File: config.mk
export PLATFORM = sky130hd
export DESIGN_NAME = day11_rr_mux_4to1
export DESIGN_NICKNAME = d
export VERILOG_FILES = /design/src/rtl/day11_rr_mux_4to1.sv
export SDC_FILE = /design/constraint.sdc
export NUM_CORES = 1
export LEC_CHECK = 0
export CAP_MARGIN = 40
export CORE_MARGIN = 1.5
export CORE_UTILIZATION = 65
export CTS_BUF_LIST = sky130_fd_sc_hd__clkbuf_8
export CTS_CLUSTER_SIZE = 8
export DETAILED_ROUTE_END_ITERATION = 8
export DONT_BUFFER_PORTS = 1
export GPL_TIMING_DRIVEN = 1
export PLACE_DENSITY_LB_ADDON = 0.05
export REMOVE_ABC_BUFFERS = 1
export SYNTH_ARGS = -nofsm -noshare
export SYNTH_HDL_FRONTEND = slang
export SYNTH_SLANG_ARGS = --single-unit
File: constraint.sdc
create_clock -name clk -period 3.8 [get_ports clk]
set_clock_uncertainty 0.15 [all_clocks]
set_input_delay 0.38 -clock clk [delete_from_list [all_inputs] [get_ports clk]]
set_output_delay 0.38 -clock clk [all_outputs]
set_load 0.01 [all_outputs]
File: src/rtl/day11_rr_mux_4to1.sv
// day11_rr_mux_4to1
//   Four-channel round-robin collector. Picks one valid source beat per cycle
//   with a rotating-priority arbiter. The picked beat goes into a single
//   registered valid/ready output stage, tagged with its source channel index.
//
// Ports
//   clk        rising-edge clock
//   rst_n      asynchronous active-low reset
//   in_valid   per-channel valid, bit i = channel i
//   in_data    channel i data in bits [i*WIDTH +: WIDTH]
//   in_ready   per-channel ready, one-hot or zero
//   out_valid  output register holds a beat
//   out_data   data of held beat
//   out_sel    source channel index of held beat
//   out_ready  downstream accepts beat when high with out_valid
module day11_rr_mux_4to1 #(
  parameter int unsigned WIDTH = 8
) (
  input  logic               clk,
  input  logic               rst_n,
  input  logic [3:0]         in_valid,
  input  logic [4*WIDTH-1:0] in_data,
  output logic [3:0]         in_ready,
  output logic               out_valid,
  output logic [WIDTH-1:0]   out_data,
  output logic [1:0]         out_sel,
  input  logic               out_ready
);

  logic             out_valid_q, out_valid_d;
  logic [WIDTH-1:0] out_data_q, out_data_d;
  logic [1:0]       out_sel_q, out_sel_d;
  // Channel with highest priority on the next arbitration.
  logic [1:0]       ptr_q, ptr_d;

  logic             load_en;
  logic             grant_valid;
  logic [1:0]       grant;
  logic [WIDTH-1:0] grant_data;

  // The register can take a new beat when it is empty or drains this cycle.
  // This allows a drain and a load in the same cycle.
  assign load_en = !out_valid_q || out_ready;

  // Rotating-priority search starting at ptr_q. The first requester wins.
  always_comb begin
    logic [1:0] idx;
    idx         = ptr_q;
    grant_valid = 1'b0;
    grant       = ptr_q;
    for (int k = 0; k < 4; k++) begin
      idx = ptr_q + 2'(k);
      if (!grant_valid && in_valid[idx]) begin
        grant_valid = 1'b1;
        grant       = idx;
      end
    end
  end

  assign grant_data = in_data[32'(grant)*WIDTH +: WIDTH];

  // Gate with rst_n so that no source sees ready while the block is in reset.
  always_comb begin
    in_ready = 4'b0000;
    if (rst_n && load_en && grant_valid) begin
      in_ready[grant] = 1'b1;
    end
  end

  always_comb begin
    out_valid_d = out_valid_q;
    out_data_d  = out_data_q;
    out_sel_d   = out_sel_q;
    ptr_d       = ptr_q;
    if (load_en) begin
      if (grant_valid) begin
        out_valid_d = 1'b1;
        out_data_d  = grant_data;
        out_sel_d   = grant;
        ptr_d       = grant + 2'd1;
      end else begin
        // Data and sel keep their old values. Only valid drops.
        out_valid_d = 1'b0;
      end
    end
  end

  always_ff @(posedge clk or negedge rst_n) begin
    if (!rst_n) begin
      out_valid_q <= 1'b0;
      out_data_q  <= '0;
      out_sel_q   <= 2'd0;
      ptr_q       <= 2'd0;
    end else begin
      out_valid_q <= out_valid_d;
      out_data_q  <= out_data_d;
      out_sel_q   <= out_sel_d;
      ptr_q       <= ptr_d;
    end
  end

  assign out_valid = out_valid_q;
  assign out_data  = out_data_q;
  assign out_sel   = out_sel_q;

endmodule

Yosys cells after proc, flatten, opt, wreduce, memory -nomap -nowiden --
Cells that the tools add are included.
Word-level totals: output and inout port bits 15, input bits 39, register bits after elaboration 13, logic and storage cells 46
Operators by class: add/sub/neg operators 4, reduce and logical (&&, ||, !) cells 12, shift-type cells 1, muxes and demuxes 19, magnitude comparators 6
Operators by type and width (number):
- $shiftx 32x6->8 | 1
- $lt 2x3->1 const B | 5
- $mux 1 | 10
- $bmux 1 s2 | 4
- $logic_and 1x1->1 | 6
- $mux 2 | 3
- $add 2x1->2 const B | 2
- $add 2x2->2 const B | 2
- $logic_not 1->1 | 4
- $mux 4 | 1
- $demux 1 s2 | 1
- $ge 2x1->1 const B | 1
- $reduce_and 2->1 | 1
- $logic_or 1x1->1 | 1

Longest topological paths before layout --
depth after elaboration 17, mapped depth 8, gate-level depth less buffers 5

Worst setup path after synthesis --
OpenSTA, ideal clock, no wires.
path type input port to flip-flop, start input port in_valid[3], end register out_data_q[1], in the netlist out_data[1], data required time 3524 ps, buffers on the path 3, cell stages on the path 8, library setup time 126 ps, path slack 1627 ps, arrival 1897 ps, path through buf_6 -> nor2b_4 -> a2111o_1 -> buf_4 -> nand2_2 -> buf_6 -> mux2_4 -> a221o_1
Between the ends: longest elaborated chain between the ends 13, elaborated cells between the ends (all ways) 23, classes of those cells 1 x shift; 15 x mux; 7 x reduce/logical
Ends and longest elaborated chain:
- start: declaration | line 21 | input logic [3:0] in_valid,
- $bmux 1 s2 | line 53 | if (!grant_valid && in_valid[idx]) begin
- $mux 1 (not written as such) | line 53
- $mux 1 | line 53
- $logic_not 1->1 | line 53
- $logic_and 1x1->1 | line 53
- $mux 1 | line 53
- $logic_not 1->1 | line 53
- $logic_and 1x1->1 | line 53
- $mux 1 | line 53
- $logic_not 1->1 | line 53
- $logic_and 1x1->1 | line 53
- $mux 2 or $mux 1 (tied branches) | line 53
- $shiftx 32x6->8 or $reduce_and 2->1 (tied branches)
- end signal: assignment | line 96 | out_data_q <= out_data_d;
- end: declaration | line 31 | logic [WIDTH-1:0] out_data_q, out_data_d;
Several ways; a longest one is shown, not always the timed one. The select of a mux whose other input is x is not followed. A chain may end at the register's enable or synchronous reset.

Worst setup path in the final report --
start register ptr_q[1], end output port in_ready[2]
Between the ends: longest elaborated chain between the ends 17, elaborated cells between the ends (all ways) 31, classes of those cells 3 x add/sub; 2 x order compare; 18 x mux; 8 x reduce/logical
Ends and longest elaborated chain:
- start: declaration | line 34 | logic [1:0] ptr_q, ptr_d;
- start signal: assignment | line 98 | ptr_q <= ptr_d;
- branches (longest 16 deep; another with $lt 2x3->1)
- $mux 4 (*) | line 65 | if (rst_n && load_en && grant_valid) begin
- end: declaration | line 23 | output logic [3:0] in_ready,
Mark *: on every way between the ends. The select of a mux whose other input is x is not followed.

==> impl_summary.log <==
INFO  metric status = completed
INFO  metric cp_data_arrival_time = 2.05 ns
INFO  metric fp.dieW = ~41 um
INFO  metric yosys_most_used_dff = dfrtp_1
INFO  metric drt-total-wl = 2140 um
INFO  metric number_of_antenna_violations_at_the_first_check_in_global_routing = 0
INFO  metric clock_insertion_delay_at_the_later_pin_of_the_skew_report = around 0.24 ns
INFO  metric critical_path_s_largest_stage_delay = 0.60 ns
INFO  metric grt_setup_unrepaired = false
INFO  metric root_buffer = clkbuf_8
INFO  metric clock.fmax = 387 MHz
INFO  metric cts_inserted_buffers = 3
INFO  metric power = 0.000623 W
INFO  metric ys.warnings.count = 0
INFO  metric syn_inst = 96
INFO  metric hold_path.startpoint = in_valid[3]
INFO  metric buffer_ports.inserted = 0
INFO  metric finalWeightedCongestion = 0.745
INFO  metric synth.lib_cells_used.distinct = 34
INFO  metric cells_on_worst_reg2reg_path = 5
INFO  metric inserted_diodes = 0
INFO  metric final_max_slew_viol_count = 0
INFO  metric timing.critical_path.required = ~3.3 ns
INFO  metric detailedRoute.firstIterationViolations = 38
INFO  metric floorplan.die_area = roughly 0.0017 mm^2
INFO  metric hold_path_depth = 2
INFO  metric grt_start_max_net_pins = 15
INFO  metric final_hold_viol_count = 0
INFO  metric overflow = 0
INFO  metric sequential_fraction_of_the_synthesis_area = 0.353
INFO  metric critical_path_buf_inv_count = 0
INFO  metric leakage = 0.402 nW
INFO  metric htree_num_levels = 1
INFO  metric post_route_cells_drive_above_1_share = 0.156
INFO  metric timing.final.setup_violations = 0
INFO  metric hold_class = primary input to register
INFO  metric area_delta_synth_final = 3.80%
INFO  metric rows = 13
INFO  metric whs = 0.133 ns
INFO  metric powerDensity = 651 mW/mm^2
INFO  metric final-instance-count-excl-fill = 111
INFO  metric min_period_over_period = 0.680
INFO  metric clock_input_transition_at_the_sequential_cells_of_the_worst_setup_and_hold_paths = 0.06 ns
INFO  metric postLayoutCoreUtil = 0.726
INFO  metric first_global_vias = roughly 650
INFO  metric syn-mean-instance-area = 9.61 um^2
INFO  metric cts.path.max_buffers = 2
INFO  metric avgRoutedWirePerCell = 19.3 um
INFO  metric global_route_wire_length_before_repair = 2920 um
INFO  metric cts_sinks = 13
INFO  metric starting_density_of_the_core = 0.700
INFO  metric ff_to_ff_end = out_data[2]
INFO  metric design.portCount = 54
INFO  metric via_per_instance_ratio = 7.02
INFO  metric syn_area = 922 um^2
INFO  metric timing.final.crit_period = 2.58 ns
INFO  metric worstPathCellList = nor3_4 > a2111oi_2 > nor2_1 > nor3b_1
INFO  metric most_common_cell_in_the_netlist = dfrtp_1
INFO  metric synth-edff-count = 0
INFO  metric final_net_count = 136
INFO  metric final_total_negative_setup_slack = 0 ns
INFO  metric synthTopCellsByCount = 13 x dfrtp_1, 10 x o21ai_0, 8 x a21oi_1, 8 x nand3_1, 7 x a221o_1
INFO  metric fp.coreArea = 0.00132 mm^2
INFO  metric worstSetupPathType = register to output port
INFO  metric drv_cap = 0
INFO  metric path_max_fanout = 9
INFO  metric peakVddDrop = 0.000407 V
INFO  metric dp_hpwl = 1550 um
INFO  metric path_delay_family = simple AND/OR/NAND/NOR gates
INFO  metric synth_top_cell_by_area = dfrtp_1
INFO  metric slew_at_the_pin_closest_to_its_max_slew_limit = 0.734 ns
INFO  metric synth.top_cell.area_share = 0.353
INFO  metric synth.area.top_cells = dfrtp_1 35%, mux2_4 8.1%, a221o_1 7.6%, o21ai_0 5.4%, a21oi_1 4.3%
INFO  metric tritoncts = yes
INFO  metric gr-usage-all-layers = 0.266
INFO  metric min_to = out_valid
INFO  metric regToRegSetupSlack = 1.42 ns
INFO  metric slew_headroom = 0.509
INFO  metric setup.worst_path.start_class = register
INFO  metric die_height = a little over 40 um
INFO  metric critical_path.slowest_cell = a2111oi_2
INFO  metric reg2reg_from = ptr_q[1]
INFO  metric postSynthRegisterBits = 13
INFO  metric via_count_of_the_routed_design = 779
INFO  metric drt.antenna.violating_nets = 0
INFO  metric postSynth.asyncResetShare = 1.00
INFO  metric number_of_detailed_routing_iterations_run_before_antenna_repair = 5
INFO  metric endpoint_kind = output port
INFO  metric drcViolationCount = 0
INFO  metric dp_cells = roughly 110
-- worst max path at each step --
stage               depth (start not counted)           to  slack (ns)   startpoint
global route                                4  in_ready[2]        1.05     ptr_q[1]
global placement                            4  in_ready[2]        1.50  in_valid[0]
floorplan                                   5  out_data[2]        1.62  in_valid[0]
detailed placement                          5  out_data[2]        1.45     ptr_q[1]
finish                                      4  in_ready[2]        1.22     ptr_q[1]
CTS                                         4  in_ready[2]        1.21     ptr_q[1]
-- state kept, by name (all words and copies together) (netlist names) --
register,cells
out_valid,1
out_sel,2
out_data,8
ptr_q,2
-- logic make-up (layout without fill, tap and decap cells) --
kind of cell           count (synthesis)  after routing  synth area share
AO/OA/AOI/OAI                         37             37             0.286
XOR/XNOR                               1              1           0.00950
buffers and inverters                  6              6            0.0461
flip-flops                            13             13             0.353
multiplexers                           8              8             0.117
AND/OR/NAND/NOR                       31             31             0.189
-- where the power goes --
part,switching [W],internal (W)
logic,0.000127,0.000114
clock network,0.0000487,0.0000712
registers,0.0000703,0.000192
total,0.000246,0.000377
-- metrics by stage --
stage,cell area [um^2],setup slack [ns]
2_1_floorplan,883,1.62
3_3_place_gp,902,1.50
3_5_place_dp,902,1.45
4_1_cts,957,1.21
5_1_grt,957,1.05
6_report,957,1.22
-- per-layer routing --
metal	track usage	vias to the layer above	wire length, um
met5	0	-	0
met4	0.0750	0	10
met3	0.0761	2	214
met2	0.409	44	1040
met1	0.361	369	877
li1	-	364	-
-- timing repair --
| item | in CTS | in global routing |
|---|---|---|
| endpoints found under the setup margin | 0 | 0 |
| hold buffers | 1 | 0 |
| gates resized for setup | 0 | 0 |
| hold endpoints to repair | 13 | 0 |
| buffers inserted | 0 | 0 |
-- final cells by class --
class	instances	area (um^2)
inverter	1	3.75
clock inverter	1	3.75
sequential	13	325
timing repair buffer	1	10.0
clock buffer	3	41.3
tap	15	18.8
multi-input combinational	77	554
fill	100	360
-- cell usage in the layout (no fill, tap or decap), drive strengths merged, types with 3 or more instances in the layout --
| cell type | n |
|---|---|
| nor3 | 3 |
| dfrtp | 13 |
| o21ai | 11 |
| nand2 | 6 |
| a21oi | 8 |
| a221o | 7 |
| nand3 | 8 |
| nor2 | 6 |
| nor2b | 4 |
| mux2 | 7 |
| clkbuf | 3 |
No activity file was read; power rests on OpenSTA's default activity.
